===== src/rtl/ram_s1p_rr_arb.sv =====
// Round-robin arbiter that serialises NUM_REQ requesters onto one single-port RAM.
// Read data returns one cycle after the grant and is routed back by a one-hot valid pulse.

module ram_s1p_rr_arb_chk #(
  parameter int NUM_REQ    = 2,
  parameter int ADDR_WIDTH = 8,
  parameter int PTR_W      = 1
) (
  input logic                                clk_i,
  input logic                                rstn_i,
  input logic [NUM_REQ-1:0]                  req_valid_i,
  input logic [NUM_REQ-1:0]                  req_we_i,
  input logic [NUM_REQ-1:0][ADDR_WIDTH-1:0]  req_addr_i,
  input logic                                gnt,
  input logic [PTR_W-1:0]                    gnt_idx,
  input logic [NUM_REQ-1:0]                  req_ready_o,
  input logic [NUM_REQ-1:0]                  rsp_valid_o
);

  a_valid_known: assert property (@(posedge clk_i) disable iff (!rstn_i)
    !$isunknown(req_valid_i));

  a_gnt_known: assert property (@(posedge clk_i) disable iff (!rstn_i)
    gnt |-> !$isunknown({req_we_i[gnt_idx], req_addr_i[gnt_idx]}));

  a_ready_onehot: assert property (@(posedge clk_i) disable iff (!rstn_i)
    $onehot0(req_ready_o) && ((req_ready_o & ~req_valid_i) == '0));

  a_rsp_onehot: assert property (@(posedge clk_i) disable iff (!rstn_i)
    $onehot0(rsp_valid_o));

endmodule

module ram_s1p_rr_arb #(
  parameter int  WORD_WIDTH = 8,
  parameter int  WORD_COUNT = 256,
  parameter int  NUM_REQ    = 2,
  localparam int ADDR_WIDTH = $clog2(WORD_COUNT)
) (
  input  logic                                clk_i,
  input  logic                                rstn_i,
  input  logic [NUM_REQ-1:0]                  req_valid_i,
  output logic [NUM_REQ-1:0]                  req_ready_o,
  input  logic [NUM_REQ-1:0]                  req_we_i,
  input  logic [NUM_REQ-1:0][ADDR_WIDTH-1:0]  req_addr_i,
  input  logic [NUM_REQ-1:0][WORD_WIDTH-1:0]  req_data_i,
  output logic [NUM_REQ-1:0]                  rsp_valid_o,
  output logic [WORD_WIDTH-1:0]               rsp_data_o,
  output logic                                ram_we_o,
  output logic [ADDR_WIDTH-1:0]               ram_addr_o,
  output logic [WORD_WIDTH-1:0]               ram_data_o,
  input  logic [WORD_WIDTH-1:0]               ram_data_i
);

  localparam int PTR_W = $clog2(NUM_REQ);

  logic [PTR_W-1:0]      ptr_r;
  logic [PTR_W-1:0]      ptr_nxt_s;
  logic [PTR_W-1:0]      scan_s;
  logic [PTR_W-1:0]      gnt_idx_s;
  logic                  gnt_found_s;
  logic                  gnt_s;
  logic [NUM_REQ-1:0]    ready_s;
  logic [NUM_REQ-1:0]    rsp_valid_r;
  logic [ADDR_WIDTH-1:0] addr_r;
  logic [WORD_WIDTH-1:0] data_r;

  // Round-robin scan: first valid requester at or after ptr_r, wrapping at NUM_REQ.
  always_comb begin
    gnt_found_s = 1'b0;
    gnt_idx_s   = ptr_r;
    scan_s      = ptr_r;
    for (int i = 0; i < NUM_REQ; i++) begin
      if (!gnt_found_s && req_valid_i[scan_s]) begin
        gnt_found_s = 1'b1;
        gnt_idx_s   = scan_s;
      end else begin
        gnt_found_s = gnt_found_s;
      end
      if (scan_s == PTR_W'(NUM_REQ - 1)) begin
        scan_s = '0;
      end else begin
        scan_s = scan_s + PTR_W'(1);
      end
    end
  end

  // Reset masks the grant so nothing is accepted while rstn_i is low.
  assign gnt_s = gnt_found_s & rstn_i;

  // Grant decode, RAM port mux (live on grant, held value otherwise) and pointer advance.
  always_comb begin
    ready_s    = '0;
    ram_we_o   = 1'b0;
    ram_addr_o = addr_r;
    ram_data_o = data_r;
    ptr_nxt_s  = ptr_r;
    if (gnt_s) begin
      ready_s[gnt_idx_s] = 1'b1;
      ram_we_o           = req_we_i[gnt_idx_s];
      ram_addr_o         = req_addr_i[gnt_idx_s];
      ram_data_o         = req_data_i[gnt_idx_s];
      if (gnt_idx_s == PTR_W'(NUM_REQ - 1)) begin
        ptr_nxt_s = '0;
      end else begin
        ptr_nxt_s = gnt_idx_s + PTR_W'(1);
      end
    end else begin
      ptr_nxt_s = ptr_r;
    end
  end

  // Pointer, held RAM port values and the one-cycle read response pulse.
  always_ff @(posedge clk_i or negedge rstn_i) begin
    if (!rstn_i) begin
      ptr_r       <= '0;
      addr_r      <= '0;
      data_r      <= '0;
      rsp_valid_r <= '0;
    end else begin
      ptr_r <= ptr_nxt_s;
      if (gnt_s) begin
        addr_r <= ram_addr_o;
        data_r <= ram_data_o;
      end
      rsp_valid_r <= (gnt_s && !ram_we_o) ? ready_s : '0;
    end
  end

  assign req_ready_o = ready_s;
  assign rsp_valid_o = rsp_valid_r;
  assign rsp_data_o  = ram_data_i;

  ram_s1p_rr_arb_chk #(
    .NUM_REQ    (NUM_REQ),
    .ADDR_WIDTH (ADDR_WIDTH),
    .PTR_W      (PTR_W)
  ) u_chk (
    .clk_i       (clk_i),
    .rstn_i      (rstn_i),
    .req_valid_i (req_valid_i),
    .req_we_i    (req_we_i),
    .req_addr_i  (req_addr_i),
    .gnt         (gnt_s),
    .gnt_idx     (gnt_idx_s),
    .req_ready_o (req_ready_o),
    .rsp_valid_o (rsp_valid_o)
  );

endmodule


===== config.mk =====
export PLATFORM = sky130hd
export DESIGN_NAME = ram_s1p_rr_arb
export DESIGN_NICKNAME = d
export VERILOG_FILES = /design/src/rtl/ram_s1p_rr_arb.sv
export SDC_FILE = /design/constraint.sdc
export NUM_CORES = 1
export LEC_CHECK = 0
export ABC_AREA = 1
export CAP_MARGIN = 25
export CORE_MARGIN = 2
export CORE_UTILIZATION = 37
export CTS_CLUSTER_SIZE = 28
export DETAILED_ROUTE_END_ITERATION = 8
export PLACE_DENSITY = 0.81
export SLEW_MARGIN = 20
export SYNTH_ARGS = -nofsm -noshare
export SYNTH_HDL_FRONTEND = slang
export SYNTH_HIERARCHICAL = 1
export SYNTH_SLANG_ARGS = --single-unit

===== constraint.sdc =====
create_clock -name clk_i -period 1.2 [get_ports clk_i]
set_input_delay 0.12 -clock clk_i [delete_from_list [all_inputs] [get_ports clk_i]]
set_output_delay 0.12 -clock clk_i [all_outputs]
set_load 0.005 [all_outputs]

==> impl_metrics.yaml, run 1 <==
placement:
  place_congestion: 0.773
  portBuffers: 58
  dp_hpwl_um: 2670
  dp.cells: 287
clocking:
  clk_latency_ns: 0.32
  cts.htree.levels: 1
  clkTransAtPathRegs_ns: 0.13
  cts_root_buffer: "clkbuf_4"
  cts_tree: "built"
  numClockSinks: 19
  holdBufCountCts: 0
  max-clock-path-buffers: 2
  cts_made_buffers: 3
finish:
  utilization_pct: 73.7
  fin_cells: 313
  drive_gt1_share_pct: 43.5
  final_cell_mix: "nand2_1, clkdlybuf4s50_1, nand4_1"
  area_growth_pct: 87.4
  fin_nets: 316
  diodes: 0
  layout_commonest_cell: "nand2_1"
floorplan:
  core_um2: 3080
  rows: 20
  ios: 75
  start_util_pct: 39.3
  die_area_um2: 3740
  die_w_um: 61.2
  die_y_um: 61.2
timing:
  setup_viol: 33
  setup_ws_ns: -0.501
  timing.fmax_ghz: 0.588
  finalCritPeriodShare_pct: 142
  grt_setup_unrepaired: "true"
  slew_violations: 0
  relSlewSlack_pct: 68.0
  period_minus_slack_ns: 1.70
  final_hold_viol_count: 0
  fin_worst_skew_ns: 0.0114
  tightest_slew_ns: 0.480
  fin_hold_ws_ns: 0.114
setup_path:
  cp_common_cell: "buf_6"
  path_cells: "nand2_2, nand2_4, buf_6, buf_6, nand4_1, nand2_1, buf_2"
  worstPathArrival_ns: 1.58
  cp_max_fo: 8
  worst_path_max_delay_cell: "dfrtp_1"
  end_kind: "output pin"
  max_stage_delay_ns: 0.45
  worst_ep_required_time_ns: 1.08
  critPathKind: "reg2out"
  critPathLaunchType: "register"
power_and_ir_drop:
  p_clk_share_pct: 16.9
  vdd_drop_max_mv: 0.558
  intPower_w: 0.00139
  leakagePower_nw: 1.23
  switchingPower_w: 0.000721
  share_comb_of_total_power_pct: 46.9
  sw_frac_of_total_pct: 34.1
  finalPower_w: 0.00211
  seqPwrFrac_pct: 36.2
  pwr_density_cell_nw_per_um2: 933
min_path:
  holdCritPathClass: "in2async"
synth:
  avgSynthCellArea_um2: 7.16
  synth_seq_cells: 19
  syn_inst: 169
  yosysWarnings: 6
  syn-cell-area_um2: 1210
  ys_types: 15
  syn-num-nets: 215
  ys_seq_area_share_pct: 39.3
detailed_routing:
  vias: 1560
  ant_nets: 0
  drc_errors: 0
  vias_per_cell: 4.98
  first_pass_iters: 4
  wl_um: 4600
  post_drt_wl_per_cell_um: 14.7
  drtIter0Drc: 96
global_route:
  grt_pass1_wl_um: 7470
  grt_start_max_net_pins: 19
  antenna_found_initial: 0
  grt.total_usage_pct: 27.9
  grt_overflow: 0
  grt_pass1_vias: 1635
outcome:
  status: "complete, but fails checks"
  violations: "setup timing"
flow_run:
  timing.max_cap.violations: 0
-- critical path: cells and delay by family, from the launching register on --
kind	cells	cell delay, ns
flip-flops	1	0.45
AND/OR/NAND/NOR	4	0.44
buffers and inverters	3	0.38
-- Yosys cell counts --
master / instances / area, µm²
inv_1: 21 / 78.8
o21ai_4: 1 / 16.3
nor3_1: 1 / 5.00
o21ai_0: 1 / 5.00
buf_6: 1 / 11.3
buf_4: 12 / 90.1
nand4_1: 32 / 200
dfrtp_1: 19 / 475
nand2_2: 2 / 12.5
nor2_4: 1 / 11.3
buf_2: 3 / 15.0
nand2_1: 67 / 251
nor2_1: 6 / 22.5
clkbuf_1: 1 / 3.75
nand2_4: 1 / 11.3
-- path summary, 6_finish.rpt --
check | from | to | slack (ns) | cells past startpoint
worst min register to register | data_r[0] | data_r[0] | 0.56 | 4
worst max-delay path | ptr_r | ram_addr_o[7] | -0.50 | 7
worst max register to register | ptr_r | data_r[7] | -0.13 | 7
worst min-delay path | rstn_i | addr_r[7] | 0.11 | 2
min in group clk_i | ram_data_i[1] | rsp_data_o[1] | 0.24 | 0
max in group asynchronous | rstn_i | data_r[2] | 0.83 | 3
-- layer usage --
layer	up-vias	part of all wire [%]	track usage, %
met3	18	6.2	4.83
li1	741	-	-
met5	-	0	0
met1	732	40	30.9
met4	0	4.0	18.3
met2	69	49	48.9
-- through the flow --
step	area (µm²)	worst slack (ns)	TNS (ns)
2_1_floorplan	1210	0.126	0
3_3_place_gp	1990	-0.791	-20.67
3_5_place_dp	1990	-0.827	-21.30
4_1_cts	2320	-0.472	-10.10
5_1_grt	2270	-0.553	-11.30
6_report	2270	-0.501	-9.21
-- logic make-up (layout without fill, tap and decap cells) --
kind of cell	after synthesis	after routing	share of synthesized area [%]
AO/OA/AOI/OAI	2	3	1.76
AND/OR/NAND/NOR	110	110	42.5
flip-flops	19	19	39.3
buffers and inverters	38	137	16.4
-- power by group through the flow --
stage | Clock, W | Sequential, W | Combinational (W)
4_1_cts | 0.000358 | 0.000760 | 0.000968
5_1_grt | 0.000386 | 0.000774 | 0.00108
6_report | 0.000357 | 0.000766 | 0.000992
2_1_floorplan | 0 | 0.000765 | 0.000339
3_5_place_dp | 0 | 0.000773 | 0.000799
3_3_place_gp | 0 | 0.000769 | 0.000786
-- what timing repair did --
| action | CTS | global route |
|---|---|---|
| endpoints found under the setup margin | 34 | 36 |
| pin swaps | 35 | 33 |
| gates resized for setup | 113 | 47 |
| buffers inserted | 44 | 13 |
| cloned | 3 | 0 |
-- area by class of cell --
| class | instances | area (µm²) |
|---|---|---|
| Timing Repair Buffer | 112 | 1020 |
| Fill cell | 232 | 811 |
| Multi-Input combinational cell | 113 | 612 |
| Sequential cell | 19 | 475 |
| Inverter | 21 | 81.3 |
| Tap cell | 44 | 55.1 |
| Clock buffer | 3 | 22.5 |
| Clock inverter | 1 | 5.00 |
-- state kept, by name (all words and copies together), names as in the netlist --
signal and cells:
addr_r 8, data_r 8, ptr_r 1, rsp_valid_o 2
(Power assumes the default switching activity.)
==> run 2: changes to the inputs <==
--- a/config.mk
+++ b/config.mk
@@ -8,4 +8,5 @@
 export ABC_AREA = 1
 export CAP_MARGIN = 25
+export CORE_ASPECT_RATIO = 0.6
 export CORE_MARGIN = 2
 export CORE_UTILIZATION = 37
@@ -13,5 +14,5 @@
 export DETAILED_ROUTE_END_ITERATION = 8
 export PLACE_DENSITY = 0.81
-export SLEW_MARGIN = 20
+export SLEW_MARGIN = 10
 export SYNTH_ARGS = -nofsm -noshare
 export SYNTH_HDL_FRONTEND = slang
==> constraint.sdc (replaced) <==
create_clock -name clk_i -period 1.2 [get_ports clk_i]
set_input_delay 0.12 -clock clk_i [delete_from_list [all_inputs] [get_ports clk_i]]
set_output_delay 0.12 -clock clk_i [all_outputs]
set_load 0.01 [all_outputs]
==> run 2 against run 1 <==
Compared with the run above:
- the flow still finishes with violations (setup timing)
- sequential power is 0.5% lower
- sequential share of layout area decreased by 0.27 points
- clock power increased by 25%
- cell area up 1.3%
- count of clock-buffer cells in the layout up 1
- combinational power increased by 5%
- global-route usage down 5.0 points
- non-clock buffer count is 2 higher
- largest power group unchanged
==> impl_metrics.yaml, run 2 (same netlist as run 1, synthesis figures left out) <==
outcome:
  status: "complete, but fails checks"
  violations: "setup timing"
clocking:
  clkTransAtPathRegs_ns: 0.07
  cts_tree: "built"
  cts_made_buffers: 3
  clk_latency_ns: 0.26
  cts_root_buffer: "clkbuf_8"
  max-clock-path-buffers: 2
  cts.htree.levels: 1
  numClockSinks: 19
setup_path:
  cp_common_cell: "nand2_2"
  worst_path_max_delay_cell: "dfrtp_1"
  critPathLaunchType: "register"
  max_stage_delay_ns: 0.40
  crit_family: "simple AND/OR/NAND/NOR gates"
  reg2regPathDepth: 9
  end_kind: "output pin"
  cp_max_fo: 7
  critPathKind: "reg2out"
  cp.depth: 6
  worstPathArrival_ns: 1.46
  path_cells: "nand2_2, nand2_4, buf_12, nand4_1, nand2_2, buf_6"
  cp_num_buf_inv: 2
  worst_ep_required_time_ns: 1.08
power_and_ir_drop:
  switchingPower_w: 0.000740
  leakagePower_nw: 1.25
  vdd_drop_max_mv: 0.650
  pwr_density_cell_nw_per_um2: 979
  sw_frac_of_total_pct: 32.9
  intPower_w: 0.00151
  seqPwrFrac_pct: 33.9
  p_clk_share_pct: 19.9
  share_comb_of_total_power_pct: 46.2
detailed_routing:
  ant_nets: 0
  post_drt_wl_per_cell_um: 14.8
  vias_per_cell: 4.94
  wl_um: 4680
  drc_errors: 0
  drtIter0Drc: 68
  first_pass_iters: 4
  vias: 1555
timing:
  period_minus_slack_ns: 1.58
  slew_violations: 0
  relSlewSlack_pct: 82.5
  timing.fmax_ghz: 0.632
  final.setup.tns_ns: -6.63
  setup_viol: 27
  fin_hold_ws_ns: 0.146
  finalCritPeriodShare_pct: 132
  fin_worst_skew_ns: 0.00117
  final_hold_viol_count: 0
  grt_setup_unrepaired: "true"
  tightest_slew_ns: 0.262
  setup_ws_ns: -0.381
placement:
  portBuffers: 58
  dp_hpwl_um: 2700
  place_congestion: 0.818
finish:
  fin_nets: 317
  final_cell_mix: "nand2_1, buf_4, clkdlybuf4s50_1"
  layout_commonest_cell: "nand2_1"
  fillers: 228
  seq_area_um2: 475
  diodes: 0
  drive_gt1_share_pct: 43.0
  multi_input_area_um2: 611
  area_growth_pct: 89.9
floorplan:
  die_y_um: 48.3
  die_w_um: 77.8
  start_util_pct: 38.0
  rows: 16
  ios: 75
  die_area_um2: 3760
  core_um2: 3180
global_route:
  grt.total_usage_pct: 23.0
  grt_pass1_wl_um: 6370
  grt_pass1_vias: 1428
  antenna_found_initial: 0
  grt_start_max_net_pins: 15
  grt_overflow: 0
min_path:
  holdCritPathClass: "in2async"
flow_run:
  timing.max_cap.violations: 0
==> run 2: path summary, 6_finish.rpt <==
path / slack, ns / start / to
max in group asynchronous: 0.80 / rstn_i / data_r[5]
min: 0.15 / rstn_i / addr_r[0]
max: -0.38 / ptr_r / ram_addr_o[6]
min in group clk_i: 0.24 / ram_data_i[1] / rsp_data_o[1]
min reg2reg: 0.56 / data_r[6] / data_r[6]
max reg2reg: -0.14 / ptr_r / data_r[1]
==> run 2: cell type report <==
cell class	count	share of cell area, %
Timing Repair Buffer	114	44.9
Multi-Input combinational cell	112	26.6
Inverter	21	3.43
Sequential cell	19	20.7
Clock buffer	4	1.96
Tap cell	45	2.45
==> run 2: what timing repair did <==
item | 4_1_cts | 5_1_grt
cloned | 1 | 0
resized for setup | 109 | 30
hold buffers | 0 | 0
pin swaps | 42 | 16
setup endpoints to repair | 36 | 37
setup buffers | 31 | 14
==> run 2: routing by layer <==
metal  global-route usage [%]  vias to the layer above  part of all wire, %
li1                         -                      743                    -
met1                     24.4                      746                   40
met5                        0                        -                    0
met2                     45.9                       58                   52
met3                     6.85                        8                  6.1
met4                     8.57                        0                 0.98
==> run 2: per-stage QoR <==
| stage | power [W] | area, µm² | worst slack (ns) | utilization [%] | std cells |
|---|---|---|---|---|---|
| 2_1_floorplan | 0.00115 | 1210 | 0.0941 | - | 169 |
| 3_3_place_gp | 0.00163 | 2070 | -0.812 | 65.1 | 296 |
| 3_5_place_dp | 0.00164 | 2070 | -0.870 | 65.1 | 296 |
| 4_1_cts | 0.00211 | 2250 | -0.354 | 70.8 | 316 |
| 5_1_grt | 0.00237 | 2300 | -0.470 | 72.2 | 315 |
| 6_report | 0.00225 | 2300 | -0.381 | 72.2 | 315 |
==> run 2: power groups by stage <==
stage                     Combinational (W)  Clock (W)  Sequential [W]
after global routing                0.00111   0.000485        0.000772
after detailed placement           0.000872          0        0.000771
after global placement             0.000861          0        0.000769
final                               0.00104   0.000448        0.000762
after floorplan                    0.000382          0        0.000766
after CTS                          0.000902   0.000450        0.000759
